--- src/rtl/uart_arb_pkg.sv ---
// Shared definitions for the UART transmit arbiter: FSM encoding, index width helper, default byte width.
// Latency: none (package only).
// Backpressure: none (package only).
package uart_arb_pkg;

    typedef enum logic [1:0] {
        IDLE      = 2'b00,
        SEND      = 2'b01,
        WAIT_DONE = 2'b10
    } state_t;

    localparam int DEF_DATA_W = 8;

    // Width of a requester index; never narrower than one bit.
    function automatic int idx_w(input int n);
        return (n <= 2) ? 1 : $clog2(n);
    endfunction

endpackage

--- src/rtl/uart_rr_pick.sv ---
// Round-robin picker: first set request bit strictly after last_grant, wrapping modulo NUM_REQ.
// Latency: purely combinational.
// Backpressure: none; valid is simply the OR of the request vector.
module uart_rr_pick #(
    parameter int NUM_REQ = 4,
    parameter int IDX_W   = 2
) (
    input  logic [NUM_REQ-1:0] req,
    input  logic [IDX_W-1:0]   last_grant,
    output logic [IDX_W-1:0]   winner,
    output logic               valid
);

    logic [2*NUM_REQ-1:0] dbl;
    logic [2*NUM_REQ-1:0] masked;

    // Duplicate the request vector and keep only the window last_grant+1 .. last_grant+NUM_REQ.
    always_comb begin
        dbl    = {req, req};
        masked = '0;
        for (int j = 0; j < 2 * NUM_REQ; j++) begin
            masked[j] = dbl[j] && (j > int'(last_grant)) && (j <= int'(last_grant) + NUM_REQ);
        end
    end

    // Priority scan of the window; descending loop so the lowest set position wins.
    always_comb begin
        winner = '0;
        valid  = 1'b0;
        for (int j = 2 * NUM_REQ - 1; j >= 0; j--) begin
            if (masked[j]) begin
                valid  = 1'b1;
                winner = (j >= NUM_REQ) ? IDX_W'(j - NUM_REQ) : IDX_W'(j);
            end
        end
    end

endmodule

--- src/rtl/uart_tx_arbiter.sv ---
// Shares one UART transmitter among NUM_REQ byte producers with round-robin arbitration and per-requester ack.
// Latency: req sampled -> tx_send one cycle later; ack one cycle after tx_busy is sampled low.
// Backpressure: requesters hold req/data until ack; tx_busy high in IDLE blocks new grants.
// Optional: define UART_TX_ARBITER_TIMEOUT_EN to abort a SEND that never sees tx_busy (err pulse, no ack).
module uart_tx_arbiter
    import uart_arb_pkg::*;
#(
    parameter int NUM_REQ      = 4,
    parameter int DATA_W       = DEF_DATA_W,
    parameter int BUSY_TIMEOUT = 1024
) (
    input  logic                        clk,
    input  logic                        l_ready_reset,
    input  logic [NUM_REQ-1:0]          req,
    input  logic [NUM_REQ*DATA_W-1:0]   req_data,
    output logic [NUM_REQ-1:0]          ack,
    output logic [idx_w(NUM_REQ)-1:0]   grant_id,
    output logic                        active,
    output logic [DATA_W-1:0]           tx_data,
    output logic                        tx_send,
    input  logic                        tx_busy,
    output logic                        err
);

    localparam int IDX_W = idx_w(NUM_REQ);

    state_t           state;
    logic [IDX_W-1:0] last_grant;
    logic [IDX_W-1:0] win;
    logic             win_vld;

    uart_rr_pick #(
        .NUM_REQ (NUM_REQ),
        .IDX_W   (IDX_W)
    ) u_pick (
        .req        (req),
        .last_grant (last_grant),
        .winner     (win),
        .valid      (win_vld)
    );

`ifdef UART_TX_ARBITER_TIMEOUT_EN
    localparam int CNT_W = $clog2(BUSY_TIMEOUT + 1);
    logic [CNT_W-1:0] busy_cnt;
    logic             timeout;
    assign timeout = (busy_cnt == CNT_W'(BUSY_TIMEOUT - 1));
`else
    assign err = 1'b0;
`endif

    // Arbitration FSM: grant, hold the byte on the transmitter pins, wait out busy, then ack.
    always_ff @(posedge clk or posedge l_ready_reset) begin
        if (l_ready_reset) begin
            state      <= IDLE;
            last_grant <= IDX_W'(NUM_REQ - 1);
            grant_id   <= '0;
            tx_data    <= '0;
            tx_send    <= 1'b0;
            active     <= 1'b0;
            ack        <= '0;
`ifdef UART_TX_ARBITER_TIMEOUT_EN
            err        <= 1'b0;
            busy_cnt   <= '0;
`endif
        end else begin
            ack <= '0;
`ifdef UART_TX_ARBITER_TIMEOUT_EN
            err <= 1'b0;
`endif
            case (state)
                IDLE: begin
                    // A transmitter still busy from before a reset must finish before we hand it a byte.
                    if (win_vld && !tx_busy) begin
                        tx_data  <= req_data[int'(win)*DATA_W +: DATA_W];
                        grant_id <= win;
                        tx_send  <= 1'b1;
                        active   <= 1'b1;
                        state    <= SEND;
`ifdef UART_TX_ARBITER_TIMEOUT_EN
                        busy_cnt <= '0;
`endif
                    end
                end
                SEND: begin
                    if (tx_busy) begin
                        tx_send <= 1'b0;
                        state   <= WAIT_DONE;
                    end
`ifdef UART_TX_ARBITER_TIMEOUT_EN
                    // Give up on this byte but advance the pointer so the others are not starved.
                    else if (timeout) begin
                        tx_send    <= 1'b0;
                        active     <= 1'b0;
                        err        <= 1'b1;
                        last_grant <= grant_id;
                        state      <= IDLE;
                    end else begin
                        busy_cnt <= busy_cnt + CNT_W'(1);
                    end
`endif
                end
                WAIT_DONE: begin
                    if (!tx_busy) begin
                        ack[grant_id] <= 1'b1;
                        last_grant    <= grant_id;
                        active        <= 1'b0;
                        state         <= IDLE;
                    end
                end
                default: state <= IDLE;
            endcase
        end
    end

endmodule

--- config.mk ---
export PLATFORM = sky130hd
export DESIGN_NAME = uart_tx_arbiter
export DESIGN_NICKNAME = d
export VERILOG_FILES = /design/src/rtl/uart_arb_pkg.sv /design/src/rtl/uart_rr_pick.sv /design/src/rtl/uart_tx_arbiter.sv
export SDC_FILE = /design/constraint.sdc
export NUM_CORES = 1
export LEC_CHECK = 0
export CAP_MARGIN = 20
export CORE_ASPECT_RATIO = 0.9
export CORE_MARGIN = 2
export CORE_UTILIZATION = 42
export CTS_BUF_LIST = sky130_fd_sc_hd__clkbuf_8
export DETAILED_ROUTE_END_ITERATION = 12
export PLACE_DENSITY = 0.79
export RECOVER_POWER = 100
export SYNTH_ARGS = -nofsm -noshare
export SYNTH_HDL_FRONTEND = slang
export SYNTH_SLANG_ARGS = --single-unit
export TNS_END_PERCENT = 50
--- constraint.sdc ---
create_clock -name clk -period 3 [get_ports clk]
set_clock_uncertainty 0.2 [all_clocks]
set_input_delay 0.3 -clock clk [delete_from_list [all_inputs] [get_ports clk]]
set_output_delay 0.3 -clock clk [all_outputs]
set_load 0.01 [all_outputs]
==> results of run 1 <==
-- worst max-delay path, stage by stage --
cell and delay [ns]:
dlygate4sd3_1 0.61, or4_1 0.61, nand3b_4 0.22, and3b_1 0.31
o21a_1 0.16, a221o_1 0.26
-- area by class of cell --
type / instances / share of cell area, %
sequential: 20 / 27.6
multi-input combinational: 84 / 35.0
inverter: 2 / 0.411
tap: 40 / 2.74
clock buffer: 3 / 2.26
timing repair buffer: 56 / 30.4
clock inverter: 1 / 1.64
-- stage by stage --
stage / util (%) / cells
floorplan: - / 113
global placement: 64.5 / 202
detailed placement: 64.5 / 202
CTS: 67.1 / 206
global route: 67.0 / 206
finish: 67.0 / 206
-- metal layers --
metal  GRT usage [%]  vias up  share of wire (%)
met5               0        -                  0
li1                -      531                  -
met2            32.8       35                 50
met3            4.96        7                4.4
met4            8.52        0                2.2
met1            26.0      561                 44
-- worst max path at each step --
| stage | cells after the start | to | startpoint |
|---|---|---|---|
| floorplan | 6 | tx_data[0] | last_grant[0] |
| global placement | 6 | tx_data[1] | req[1] |
| detailed placement | 6 | tx_data[5] | req[3] |
| CTS | 6 | tx_data[1] | req[3] |
| global route | 6 | tx_data[1] | req[3] |
| finish | 6 | tx_data[5] | req[3] |
-- where the power goes --
group	switching [uW]	total, uW	internal (uW)	leakage, uW
registers	72.2	439	367	0.000246
logic	250	546	296	0.000481
clock network	95.3	274	178	0.0000357
total	418	1260	840	0.000763
-- state kept, by name (all words and copies together) (netlist names) --
register / flops
ack: 4
active: 1
grant_id: 2
last_grant: 2
state: 2
tx_data: 8
tx_send: 1
-- kinds of logic (layout without fill, tap and decap cells) --
logic type             count (synthesis)  in the layout  share of synthesized area (%)
AND/OR/NAND/NOR                       40             40                           22.4
multiplexers                           8              8                           7.40
flip-flops                            20             20                           41.9
buffers and inverters                  9             62                           4.59
AO/OA/AOI/OAI                         34             34                           22.6
other                                  1              1                          0.313
XOR/XNOR                               1              1                          0.730
-- cell usage in the layout, fill, tap and decap left out, types with 4 or more instances in the layout --
cell type | Yosys | final
clkdlybuf4s50_1 | 0 | 35
dlygate4sd3_1 | 0 | 19
dfrtp_1 | 18 | 18
nand2_1 | 12 | 12
o21a_1 | 9 | 9
nor4b_1 | 8 | 8
o31a_1 | 8 | 8
mux2_1 | 7 | 7
a221o_1 | 7 | 7
nor2_1 | 6 | 6
o21ai_0 | 3 | 4
==> metrics, run 1 <==
setup ws final=0.467 ns; area share of the largest cell type after synthesis=37.5%; Max clock buf depth=2; most instantiated cells after synthesis=dfrtp_1 (18), nand2_1 (12), o21a_1 (9), nor4b_1 (8), o31a_1 (8); FF-to-FF path depth=5; hold path startpoint=active; core area=2730 sq um; Critical Path AT=2.49 ns; Worst Setup Start Kind=primary input; Final Cell Area=1830 sq um; R2R setup slack=0.69 ns; Rows=18; H-Tree Depth=1; WL/cell=16.1 microns; largest net degree at the start of global routing=21; maximum vdd drop=332 uV; port bufs=54; Hold Vio Cnt, Final=0; relative slew slack=48.5%; Initial DRC Count=51; Worst Tran Pin Value=0.771 ns; antenna viol nets, final=0; crit share post-route=84.4%; Clock Sinks=20; hold-fix buffers at CTS=0; DR vias=1134; pre-CTS setup slack=0.286 ns; worst r2r src=last_grant[0]; initial antenna violation count=0; Die Height=54.7 microns; static leakage=0.000763 uW; PwrDens=689 nW/um^2; Chip Width=60.3 microns; remaining global-route overflow=0; Tot GR Track Use=20.3%; Nets=206; drt pass-1 iters=4; syn avg cell area=10.6 sq um; Clock transition at path regs=0.08 ns; initial core utilization=44.0%; area added between synthesis and finish=52.1%; WL final=3310 microns; post-synthesis sequential area ratio=41.9%; fillers=213; RSZ-0062 raised after global routing=no; clock latency on the worst-skew pair=0.26 ns; Req. time, crit path=2.95 ns; Register Area=503 sq um; DIE AREA=3300 sq um; minimum clock period=2.53 ns; maxcap violations=0; final RePlAce weighted congestion=0.839; # IOs=56; Hold Crit Depth=2; Async S/R FF share, synth=100%; share of cells above drive strength 1=7.23%; area taken by multi-input logic gates=638 sq um; first-pass GRT wire length=4890 microns; dpl hpwl=2380 microns; reg2reg end=tx_data[1]; placed cell areas=1760 sq um; Worst setup EP type=flop; Resized cells post-CTS=0; critical-path maximum fanout=15; Tot Pwr=1260 uW; CTS root buf=clkbuf_8; Fin Setup TNS=0 ns; ANT cells=0; DRC viols=0; number of buffers created by CTS=3; syn nets=152; Yosys top cell by area=dfrtp_1; Most used DFF post-synth=dfrtp_1; WHS=0.283 ns; FMAX=395 MHz; Ys Warns=0; # Post-CTS Setup Buffers=0; Area contributors post-synth=dfrtp_1 (38%), mux2_1 (6.6%), a221o_1 (5.8%); vias per std cell=5.50; Yosys cell types=35; CTS tree=done; Hold Path Class=flop to flop; top-count cell post-synth=dfrtp_1; Finish-stage setup viols=0; Post-synth EDFFs=0; mapped cell area=1200 sq um; Hold EP=active; Crit Path Class=primary input to flop; Mapped Cells=113; FF+latch count, synth=20; vias in the first global route=1033; status=finished, final reports clean; fin. max-slew vios=0
(Power assumes the default switching activity.)
==> inputs of run 2 (changes only) <==
CORE_UTILIZATION = 38   (was 42)
PLACE_DENSITY = 0.75   (was 0.79)
clock period = 2.2 ns   (was 3 ns; I/O delays follow)
==> run 2 against run 1 <==
Combinational power is 51% higher. Critical endpoint is now tx_data[6]. Count of clock-buffer cells in the layout stayed put. Largest power group unchanged. Sequential power is 37% higher. Largest cell class is now non-clock buffers. Die area is 9.8% higher.
==> metrics, run 2 (same netlist as run 1, synthesis figures left out) <==
Worst Setup Start Kind=primary input; fillers=269; number of buffers created by CTS=3; crit path to=tx_data[6]; FF-to-FF path depth=6; switching share of power=32.6%; status=finished, final reports clean; Worst setup EP type=flop; # Post-CTS Setup Buffers=0; most common cell after layout, fill and taps aside=clkdlybuf4s50_1; minimum clock period=2.11 ns; Clock power frac=20.6%; largest net degree at the start of global routing=21; CTS tree=done; ANT cells=0; worst setup path start=req[2]; Tot GR Track Use=20.5%; antenna viol nets, final=0; DIE AREA=3620 sq um; initial antenna violation count=0; crit share post-route=95.9%; static leakage=0.000832 uW; WHS=0.282 ns; hold-fix buffers at CTS=0; maximum vdd drop=662 uV; Initial DRC Count=27; Crit Path Class=primary input to flop; CTS root buf=clkbuf_8; Max clock buf depth=2; vias per std cell=5.31; area added between synthesis and finish=61.8%; Nets=218; R2R setup slack=0.09 ns; PwrDens=925 nW/um^2; hold path startpoint=active; Req. time, crit path=2.14 ns; crit-path max cell delay=0.57 ns; Rows=19; WL final=3340 microns; WL/cell=15.2 microns; H-Tree Depth=1; Chip Width=63.2 microns; maxcap violations=0; core area=3040 sq um; Comb pwr share=45.9%; RSZ-0062 raised after global routing=no; pre-CTS setup slack=-0.248 ns; # IOs=56; Hold Path Class=flop to flop; first-pass GRT wire length=5780 microns; setup ws final=0.0911 ns; commonest non-fill, non-tap cells in the layout=clkdlybuf4s50_1 (36), dfrtp_1 (18), dlygate4sd3_1 (17); Worst path slowest cell=clkdlybuf4s50_1; Biggest register=tx_data; drt pass-1 iters=4; FMAX=474 MHz; dpl hpwl=2540 microns; placed cell areas=1860 sq um; initial core utilization=39.4%; Seq pwr share=33.5%; DRC viols=0; net load switching power=586 uW; Clock transition at path regs=0.08 ns; Hold Vio Cnt, Final=0; Largest register FFs=8; port bufs=54; Resized cells post-CTS=0; reg2reg end=tx_data[6]; DR vias=1169; share of cells above drive strength 1=14.0%; Cell Chain, Critical Path=clkdlybuf4s50_1 > nand2b_1 > a21oi_2 > nor3_4 > buf_4 > mux2_1 > a221o_1; relative slew slack=25.4%; Worst Tran Pin Value=1.12 ns; Buf/Inv on CP=2; critical-path maximum fanout=4; Finish-stage setup viols=0; worst r2r src=last_grant[0]; fin. max-slew vios=0; Die Height=57.3 microns; largest registers=tx_data (8), ack (4); Final Cell Area=1940 sq um; Internal Pwr Total=1210 uW; CP Depth=7; Critical Path AT=2.05 ns; final RePlAce weighted congestion=0.827; vias in the first global route=1222; cell family with most CP delay=buffers and inverters; Clock Sinks=20; remaining global-route overflow=0; clock latency on the worst-skew pair=0.26 ns
-- run 2: changes by cell type in the layout (fill, tap and decap cells not counted), sizes merged --
cell | before | now
dlymetal6s2s | 0 | 1
dlygate4sd3 | 19 | 17
clkbuf | 3 | 6
buf | 2 | 11
clkdlybuf4s50 | 35 | 36
-- run 2: layer usage --
layer	vias up	global-route usage [%]	part of all wire (%)
li1	558	-	-
met1	558	25.5	42
met2	49	35.4	49
met3	4	6.11	7.7
met4	0	5.28	0.96
met5	-	0	0
-- run 2: layout make-up --
cell class                 count  area (sq um)  area share, %
timing repair buffer          68           657           33.8
inverter                       2          7.51          0.387
tap                           42          52.6           2.71
multi-input combinational     84           651           33.5
clock buffer                   3          41.3           2.13
clock inverter                 1          30.0           1.55
sequential                    20           503           25.9
-- run 2: how the worst min path moves through the flow --
stage                          to  cells past startpoint
detailed placement         active                      2
global placement    last_grant[0]                      2
floorplan                  ack[0]                      1
finish                     active                      2
global route        last_grant[0]                      2
CTS                        ack[2]                      3
-- run 2: metrics by stage --
| step | cells | util [%] | setup TNS, ns | power, uW |
|---|---|---|---|---|
| floorplan | 113 | - | 0 | 1030 |
| global placement | 216 | 61.2 | -1.32 | 1430 |
| detailed placement | 216 | 61.2 | -1.62 | 1460 |
| CTS | 220 | 63.6 | 0 | 1840 |
| global route | 220 | 63.8 | 0 | 1910 |
| finish | 220 | 63.8 | 0 | 1800 |
-- run 2: worst reg2reg max path, cell delays in order, from the launching register on --
cell and delay, ns:
dfstp_2 0.56, nor2b_1 0.06, o21a_1 0.20, nor3_4 0.15, buf_4 0.15, mux2_1 0.34, a221o_1 0.33
-- run 2: power by group through the flow --
stage / combinational (uW) / sequential (uW) / clock, uW
6_report: 824 / 602 / 370
5_1_grt: 899 / 621 / 394
4_1_cts: 859 / 606 / 374
3_5_place_dp: 854 / 608 / 0
3_3_place_gp: 825 / 606 / 0
2_1_floorplan: 400 / 634 / 0
==> inputs of run 3 (changes only) <==
==> constraint.sdc (replaced) <==
create_clock -name clk -period 2.2 [get_ports clk]
set_clock_uncertainty 0.2 [all_clocks]
set_input_delay 0.22 -clock clk [delete_from_list [all_inputs] [get_ports clk]]
set_output_delay 0.22 -clock clk [all_outputs]
set_load 0.02 [all_outputs]
==> results of run 3 <==
Same layout as run 2 (identical final DEF). Status: finished, final reports clean.
Main changes from that run: total power 1800 uW -> 1870 uW; worst IR drop on VDD 662 uV -> 723 uV
